`src/rtl/fir_pkg.sv`:
```
// Shared constants, FSM state type and output saturation for the sequential high-pass FIR.
package fir_pkg;

  localparam int DATA_W = 16;                        // sample / output width, Q1.15
  localparam int COEF_W = 16;                        // coefficient width, Q1.15
  localparam int ADDR_W = 5;                         // coefficient / delay-line address width
  localparam int TAPS   = 2 ** ADDR_W;               // filter length
  localparam int PROD_W = DATA_W + COEF_W;           // full-precision product width
  localparam int ACC_W  = DATA_W + COEF_W + ADDR_W;  // sum of TAPS products cannot overflow
  localparam int SHIFT  = 15;                        // Q2.30 product back to Q1.15

  // Half an output LSB, added before the arithmetic shift for round-half-up.
  localparam logic signed [ACC_W-1:0] ROUND_K = ACC_W'(2 ** (SHIFT - 1));

  // Output clamp limits expressed at accumulator width.
  localparam logic signed [ACC_W-1:0] SAT_MAX = ACC_W'(2 ** (DATA_W - 1) - 1);
  localparam logic signed [ACC_W-1:0] SAT_MIN = ~SAT_MAX;

  typedef enum logic [1:0] {
    S_IDLE,
    S_MAC,
    S_OUT
  } state_t;

  // Clamp a rounded, shifted accumulator value into the signed 16-bit output range.
  function automatic logic signed [DATA_W-1:0] sat16(input logic signed [ACC_W-1:0] v);
    logic signed [DATA_W-1:0] r;
    if (v > SAT_MAX) begin
      r = SAT_MAX[DATA_W-1:0];
    end else if (v < SAT_MIN) begin
      r = SAT_MIN[DATA_W-1:0];
    end else begin
      r = v[DATA_W-1:0];
    end
    return r;
  endfunction

endpackage

```
`src/rtl/fir_delay_line.sv`:
```
// 32-entry sample history: one synchronous write port, one asynchronous read port,
// every entry cleared by reset so the filter always starts from a zero history.
module fir_delay_line
  import fir_pkg::*;
(
  input  logic              clk,
  input  logic              rst_n,
  input  logic              we,
  input  logic [ADDR_W-1:0] waddr,
  input  logic [DATA_W-1:0] wdata,
  input  logic [ADDR_W-1:0] raddr,
  output logic [DATA_W-1:0] rdata
);

  logic [DATA_W-1:0] mem [TAPS];

  // Sample write with asynchronous clear of the entire history.
  always_ff @(posedge clk or negedge rst_n) begin
    if (!rst_n) begin
      // NOTE: every entry is reset, not only the pointers: stale samples from before a
      // reset would otherwise leak into the first 31 outputs afterwards.
      for (int i = 0; i < TAPS; i++) begin
        mem[i] <= '0;
      end
    end else if (we) begin
      mem[waddr] <= wdata;
    end
  end

  assign rdata = mem[raddr];

endmodule

```
`src/rtl/fir_hp_mac_seq.sv`:
```
// Time-multiplexed 32-tap FIR controller: accepts one sample, walks all taps through a
// single multiplier into one accumulator, then emits a rounded, saturated 16-bit result.
module fir_hp_mac_seq
  import fir_pkg::*;
(
  input  logic                     clk,
  input  logic                     rst_n,
  input  logic signed [DATA_W-1:0] din,
  input  logic                     din_valid,
  output logic                     din_ready,
  output logic        [ADDR_W-1:0] coef_addr,
  input  logic signed [COEF_W-1:0] coef,
  output logic signed [DATA_W-1:0] dout,
  output logic                     dout_valid,
  output logic                     busy
);

  state_t                    state_q;
  state_t                    state_d;
  logic        [ADDR_W-1:0]  k_q;       // tap index, 0 = newest sample
  logic        [ADDR_W-1:0]  wr_ptr_q;  // next delay-line slot to write
  logic        [ADDR_W-1:0]  base_q;    // slot holding the newest sample
  logic        [ADDR_W-1:0]  tap_addr;
  logic        [DATA_W-1:0]  tap_raw;
  logic signed [DATA_W-1:0]  tap;
  logic signed [PROD_W-1:0]  prod;
  logic signed [ACC_W-1:0]   acc_q;
  logic signed [ACC_W-1:0]   acc_rnd;
  logic                      accept;
  logic                      last_tap;

  assign accept   = din_valid && din_ready;
  assign last_tap = (k_q == ADDR_W'(TAPS - 1));

  // Walking backwards from the newest sample; the 5-bit subtraction wraps modulo 32.
  assign tap_addr = base_q - k_q;

  fir_delay_line u_line (
    .clk   (clk),
    .rst_n (rst_n),
    .we    (accept),
    .waddr (wr_ptr_q),
    .wdata (din),
    .raddr (tap_addr),
    .rdata (tap_raw)
  );

  assign tap     = signed'(tap_raw);
  assign prod    = tap * coef;
  assign acc_rnd = (acc_q + ROUND_K) >>> SHIFT;

  // State register.
  always_ff @(posedge clk or negedge rst_n) begin
    if (!rst_n) begin
      state_q <= S_IDLE;
    end else begin
      // NOTE: sequential state uses non-blocking assignments so every flop samples the
      // pre-edge values, independent of the order of statements or blocks.
      state_q <= state_d;
    end
  end

  // Next-state logic and handshake / ROM address outputs.
  always_comb begin
    // NOTE: every output of this block gets a default first, so no path leaves one
    // unassigned and no latch is inferred.
    state_d   = state_q;
    din_ready = 1'b0;
    busy      = 1'b0;
    coef_addr = '0;
    unique case (state_q)
      S_IDLE: begin
        din_ready = 1'b1;
        if (din_valid) begin
          state_d = S_MAC;
        end
      end
      S_MAC: begin
        busy      = 1'b1;
        coef_addr = k_q;
        if (last_tap) begin
          state_d = S_OUT;
        end
      end
      S_OUT: begin
        busy    = 1'b1;
        state_d = S_IDLE;
      end
      default: begin
        state_d = S_IDLE;
      end
    endcase
  end

  // Pointers, tap counter, multiply-accumulate and output register.
  always_ff @(posedge clk or negedge rst_n) begin
    if (!rst_n) begin
      wr_ptr_q   <= '0;
      base_q     <= '0;
      k_q        <= '0;
      acc_q      <= '0;
      dout       <= '0;
      dout_valid <= 1'b0;
    end else begin
      dout_valid <= 1'b0;
      unique case (state_q)
        S_IDLE: begin
          if (accept) begin
            base_q   <= wr_ptr_q;
            wr_ptr_q <= wr_ptr_q + ADDR_W'(1);
            k_q      <= '0;
            acc_q    <= '0;
          end
        end
        S_MAC: begin
          acc_q <= acc_q + ACC_W'(prod);
          k_q   <= k_q + ADDR_W'(1);
        end
        S_OUT: begin
          dout       <= sat16(acc_rnd);
          dout_valid <= 1'b1;
        end
        default: begin
          k_q <= '0;
        end
      endcase
    end
  end

endmodule

```
`config.mk`:
```
export PLATFORM = sky130hd
export DESIGN_NAME = fir_hp_mac_seq
export DESIGN_NICKNAME = d
export VERILOG_FILES = /design/src/rtl/fir_pkg.sv /design/src/rtl/fir_delay_line.sv /design/src/rtl/fir_hp_mac_seq.sv
export SDC_FILE = /design/constraint.sdc
export NUM_CORES = 2
export LEC_CHECK = 0
export BUFFER_PORTS_ARGS = -buffer_cell sky130_fd_sc_hd__clkbuf_2
export CORE_MARGIN = 4
export CORE_UTILIZATION = 50
export CTS_CLUSTER_SIZE = 24
export DETAILED_ROUTE_END_ITERATION = 6
export PLACE_DENSITY = 0.66
export SYNTH_ARGS = -nofsm -noshare
export SYNTH_HDL_FRONTEND = slang
export SYNTH_SLANG_ARGS = --single-unit
```
`constraint.sdc`:
```
create_clock -name clk -period 13.45 [get_ports clk]
set_input_delay 4.035 -clock clk [delete_from_list [all_inputs] [get_ports clk]]
set_output_delay 4.035 -clock clk [all_outputs]
set_load 0.02 [all_outputs]
```
==> After elaboration in Yosys (flattened, before gate mapping) <==
Cells that the tools add are included.
{ "classes": {"eq_ne": 6, "reduce_logical": 9, "add_sub_neg": 5, "div": 0, "shifts": 0, "mul": 1, "muxes": 19, "bitwise": 3, "order_cmp": 5} }
{ "ops": {"columns": ["operator", "count"], "rows": [
  ["512-bit bitwise mux", 1],
  ["16-bit binary-select mux with 5-bit select", 1],
  ["16-bit demux with 5-bit select", 1],
  ["16-bit 2-to-1 mux", 5],
  ["37-bit case mux with 2 select lines", 1],
  ["37-bit by 16-bit adder with 37-bit output (second input constant)", 1],
  ["37-bit by 32-bit adder with 37-bit output", 1],
  ["37-bit 2-to-1 mux", 1],
  ["16-bit by 16-bit multiplier with 32-bit output", 1],
  ["22-bit by 16-bit greater-than comparator with 1-bit output (second input constant)", 1],
  ["22-bit by 16-bit less-than comparator with 1-bit output (second input constant)", 1],
  ["5-bit case mux with 3 select lines", 1],
  ["6-bit >= comparator (second input constant)", 2],
  ["5-bit inverter with 6-bit output", 2],
  ["5-bit by 1-bit adder with 5-bit output (second input constant)", 2],
  ["5-bit 2-to-1 mux", 2],
  ["2-bit AND reduction", 4],
  ["6-bit by 1-bit less-than comparator with 1-bit output (second input constant)", 1],
  ["2-bit != test (second input constant)", 3],
  ["5-bit == test (second input constant)", 1],
  ["5-bit subtractor", 1],
  ["2-bit 2-to-1 mux", 2],
  ["2-bit case mux with 2 select lines", 1],
  ["1-bit 2-to-1 mux", 3],
  ["7 further kinds", 8]
]} }
{ "word_totals": {"ff_bits": 583, "word_cells": 87, "input_bits": 35, "rom_bits": 0, "out_inout_bits": 24, "mem_bits_rw": 0, "mem_count": 0, "latchBits": 0} }

==> Depth between registers and ports, before layout <==
{ "depth": {"depth_word": 8, "ltp_mapped": 35} }

==> Cells and area by module <==
A second synthesis with hierarchy kept.
{ "hier_totals": {"cells_unflattened": 3342, "area_unflattened_um2": 39050.0} }
{ "modules_own_cells": {"columns": ["mod", "seq_area_each_um2", "instances", "area_each_um2", "cells_per_inst"], "rows": [
  ["fir_delay_line", 12812.3, 1, 23907.9, 1730],
  ["fir_hp_mac_seq", 1776.7, 1, 15142.0, 1612]
]} }

==> Worst setup path before layout <==
No wires, ideal clock.
{ "synth_timing": {"path_kind": "in2reg", "from": "input coef[9]", "to": "register acc_q[34]", "path_stages": 24, "required_ps": 13328, "slack_ps": 3325, "arrival_ps": 10003, "path_cell_list": "buf_1 -> clkbuf_1 -> nand2_1 -> fa_1 -> inv_1 -> fa_1 -> inv_1 -> fa_1 -> inv_1 -> fa_1 -> inv_1 -> fa_1 -> inv_1 -> fa_1 -> ha_1 -> a21oi_1 -> a21oi_1 -> a311o_1 -> a311oi_4 -> o311ai_1 -> and3_1 -> o21a_1 -> or3_1 -> a32o_1"} }
{ "synth_via": {"elab_chain_cells": 3} }
{ "synth_lines": {"columns": ["element", "line_no", "source"], "rows": [
  ["start: declaration", "fir_hp_mac_seq.sv:12", "input logic signed [COEF_W-1:0] coef,"],
  ["16-bit by 16-bit multiplier with 32-bit output", "fir_hp_mac_seq.sv:49", "assign prod = tap * coef;"],
  ["37-bit by 32-bit adder with 37-bit output", "fir_hp_mac_seq.sv:116", "acc_q <= acc_q + ACC_W'(prod);"],
  ["37-bit case mux with 2 select lines", "fir_hp_mac_seq.sv:106", "unique case (state_q)"],
  ["end signal: assignment", "fir_hp_mac_seq.sv:116", null],
  ["end: declaration", "fir_hp_mac_seq.sv:27", "logic signed [ACC_W-1:0] acc_q;"]
]} }
Every way passes these cells.
A chain may end at the register's enable or synchronous reset.

==> Worst setup path in the final report <==
{ "layout_timing": {"from": "register k_q[0]", "to": "register acc_q[34]"} }
{ "layout_via": {"elab_chain_cells": 8} }
{ "layout_lines": {"columns": ["element", "line_no", "source"], "rows": [
  ["start: declaration", "fir_hp_mac_seq.sv:20", "logic [ADDR_W-1:0] k_q;"],
  ["start signal: assignment", "fir_hp_mac_seq.sv:117", "k_q <= k_q + ADDR_W'(1);"],
  ["5-bit subtractor", "fir_hp_mac_seq.sv:36", "assign tap_addr = base_q - k_q;"],
  ["5-bit inverter with 6-bit output (implied by the code)", "fir_delay_line.sv:30", "assign rdata = mem[raddr];"],
  ["16-bit binary-select mux with 5-bit select", "fir_delay_line.sv:30", null],
  ["16-bit 2-to-1 mux (implied by the code) (2 in a row)", "fir_delay_line.sv:30", null],
  ["16-bit by 16-bit multiplier with 32-bit output", "fir_hp_mac_seq.sv:49", null],
  ["37-bit by 32-bit adder with 37-bit output", "fir_hp_mac_seq.sv:116", null],
  ["37-bit case mux with 2 select lines", "fir_hp_mac_seq.sv:106", null]
]} }
Every way passes these cells. The select of a mux whose other input is x is not followed.

==> run metrics <==
Max Cap Viol 0; Detailed Route Iter0 Violations 1576; drc violations 19; post-DP HPWL 60.9 mm; Site Rows 101; R2R cell count 28; Die H roughly 280 um; most frequent CP cell fa_1; Synth Cell Area 38200 um^2; Die Area 80900 um^2; Seq/Total Area, Yosys between 30% and 40%; vias in the first global route 26000; CTS tree built; crit-path max cell delay slightly below 0.8 ns; first-pass GRT wire length 146 mm; Hold Fails Final Rpt 0; crit path capture type flip-flop; WS Path Type reg2reg; setup TNS 0 ns; syn_nets 3453; GRT Resource Usage Total 22.8%; clock root buffer clkbuf_16; Worst Skew 0.0267 ns; initial antenna violation count 3; Final Cycle Share 75.7%; largest family of logic cells by synthesized area multiplexers; Worst-path clk slew 0.06 ns; asr flop ratio synth 100%; GP Congestion roughly 0.89; register-to-register setup slack 3.27 ns; fmax 98.3 MHz; # hold bufs at CTS 0; FF-to-FF End acc_q[34]$_DFFE_PN0P_; post-layout minimum cycle time between 10 and 15 ns; Synth Flop Type dfrtp_1; Critical Path Fanout Max 40; CTS max path bufs 3; # resized after CTS 0; Post-Synth XOR/XNOR Area 1.43%; post-synthesis mux area share ~25%; FF+latch count, synth 583; most frequent cells in the layout dfrtp_1 (583), mux2_2 (520), inv_1 (355), fa_1 (318), nand2_1 (223); Avg WL per Cell 22.4 um; via count around 23000; Synth cell types 63; status complete, but fails checks; syn avg cell area 12.8 um^2; gr ovfl total 0; simple logic cell fraction of the synthesized area between 6 and 7%; critical path startpoint k_q[0]$_DFFE_PN0P_; worst r2r src k_q[0]$_DFFE_PN0P_; Area growth syn-to-layout 8.12%; CP startpoint kind flip-flop; crit path to acc_q[34]$_DFFE_PN0P_; Critical Path RT 13.94 ns; failing checks design-rule violations; Setup Fix Bufs, Post-CTS 0; Worst-Skew Late Latency 0.63 ns; Post-Synth Adder-Cell Area 20.7%; Core Area 75800 um^2; share of layout cells above drive strength 1 29.7%; DIE WIDTH 284 um; commonest non-fill, non-tap cell in the layout dfrtp_1; worst hold-check path type reg2reg; post-route ant nets 0; Worst Path Arrival 10.67 ns; largest net degree at the start of global routing 170; number of synthesized flops with an enable pin 0; Compound-Gate Fraction of Synth Area around 3.3%; initial core utilization between 50% and 60%; Clock Sinks between 500 and 600; cell count after synthesis ~3000; Slew Limit Headroom 16.3%; Slew @ Worst Pin 1.25 ns; fin. max-slew vios 0; Initial DRT Pass Iterations 7; Final Setup Violations 0; Yosys Warn Count 0; number of buffers created by CTS 57; IO Pins 59; Hold Slack a little under 0.5 ns; H-tree levels 2; RSZ-0062 raised after global routing no; routed vias/inst 5.74; crit path max-delay cell type fa_4; Net count, final 3439; final wirelength 89.3 mm; IO Port Bufs 58
==> worst min path at each step <==
stage                           from  depth (start not counted)  slack (ns)                     to
2_1_floorplan  base_q[2]$_DFFE_PN0P_                          2        0.45  base_q[2]$_DFFE_PN0P_
3_3_place_gp    dout[14]$_DFFE_PN0P_                          1        0.47   dout[14]$_DFFE_PN0P_
3_5_place_dp    dout[14]$_DFFE_PN0P_                          1        0.47   dout[14]$_DFFE_PN0P_
4_1_cts          dout[7]$_DFFE_PN0P_                          1        0.49    dout[7]$_DFFE_PN0P_
5_1_grt         dout[12]$_DFFE_PN0P_                          1        0.50   dout[12]$_DFFE_PN0P_
6_report         dout[4]$_DFFE_PN0P_                          1        0.48    dout[4]$_DFFE_PN0P_
==> metal layers <==
metal  routed length, um  global-route usage, %  vias up
met4                2390                   6.66        0
met3                3590                   2.61      142
met2               45600                   40.1      508
li1                    -                      -     9974
met5                   0                      0        -
met1               37700                   30.1    12200
==> cell families after synthesis <==
kind of cell | Yosys count
DFF | 583
and+or+nand+nor | 491
buffers and inverters | 529
adders and majority gates | 442
xor gates and xnor gates | 60
AOI/OAI and AO/OA | 189
muxes | 682
==> worst max-delay path: cells and delay by family, from the launching register on <==
| family | cells | cell delay, ns |
|---|---|---|
| mux | 2 | 1.15 |
| buf+inv | 5 | 0.79 |
| compound gates | 7 | 1.77 |
| simple gates | 5 | 1.45 |
| fa+ha+maj | 9 | 4.38 |
| flops | 1 | 0.47 |
==> registers in the layout, summed over array words and instances (netlist names) <==
signal / count
acc_q: 37
base_q: 5
dout: 16
dout_valid: 1
k_q: 5
state_q: 2
u_line.mem: 512
wr_ptr_q: 5
==> per-stage QoR <==
step,cell area [um^2],setup WS (ns),std cells,util [%]
after global routing,41300,2.84,3982,54.5
final,41300,3.27,3984,54.5
after floorplan,38200,3.33,2976,-
after detailed placement,39500,2.77,3881,52.0
after CTS,41300,3.33,3981,54.5
after global placement,39500,2.84,3881,52.0
==> Yosys cell counts, types with 16 or more instances <==
master      n  area (um^2)
nor2_1     56          210
dfrtp_1   583        14600
mux2_2    520         5860
nand3_1    18         90.1
a21oi_1    38          190
nand2_1   223          837
a21o_1     17          128
and2_1    138          863
o21a_1     18          135
clkbuf_1  138          518
buf_2      29          145
o21ai_0    48          240
inv_1     355         1330
o211ai_1   16          120
xor2_1     22          193
xnor2_1    36          315
mux4_2    159         3580
ha_1      123         1540
fa_1      319         6390
==> final cells by class <==
| class | instances | area, um^2 |
|---|---|---|
| Tap cell | 978 | 1220 |
| Timing Repair Buffer | 99 | 646 |
| Inverter | 357 | 1340 |
| Sequential cell | 583 | 14600 |
| Clock buffer | 86 | 1670 |
| Multi-Input combinational cell | 1864 | 21700 |
| Clock inverter | 14 | 164 |
| Antenna cell | 3 | 7.51 |
| Fill cell | 6235 | 34500 |
Power is not shown: default switching activity piles up to over one toggle a cycle in this logic, so the estimate is an artifact.
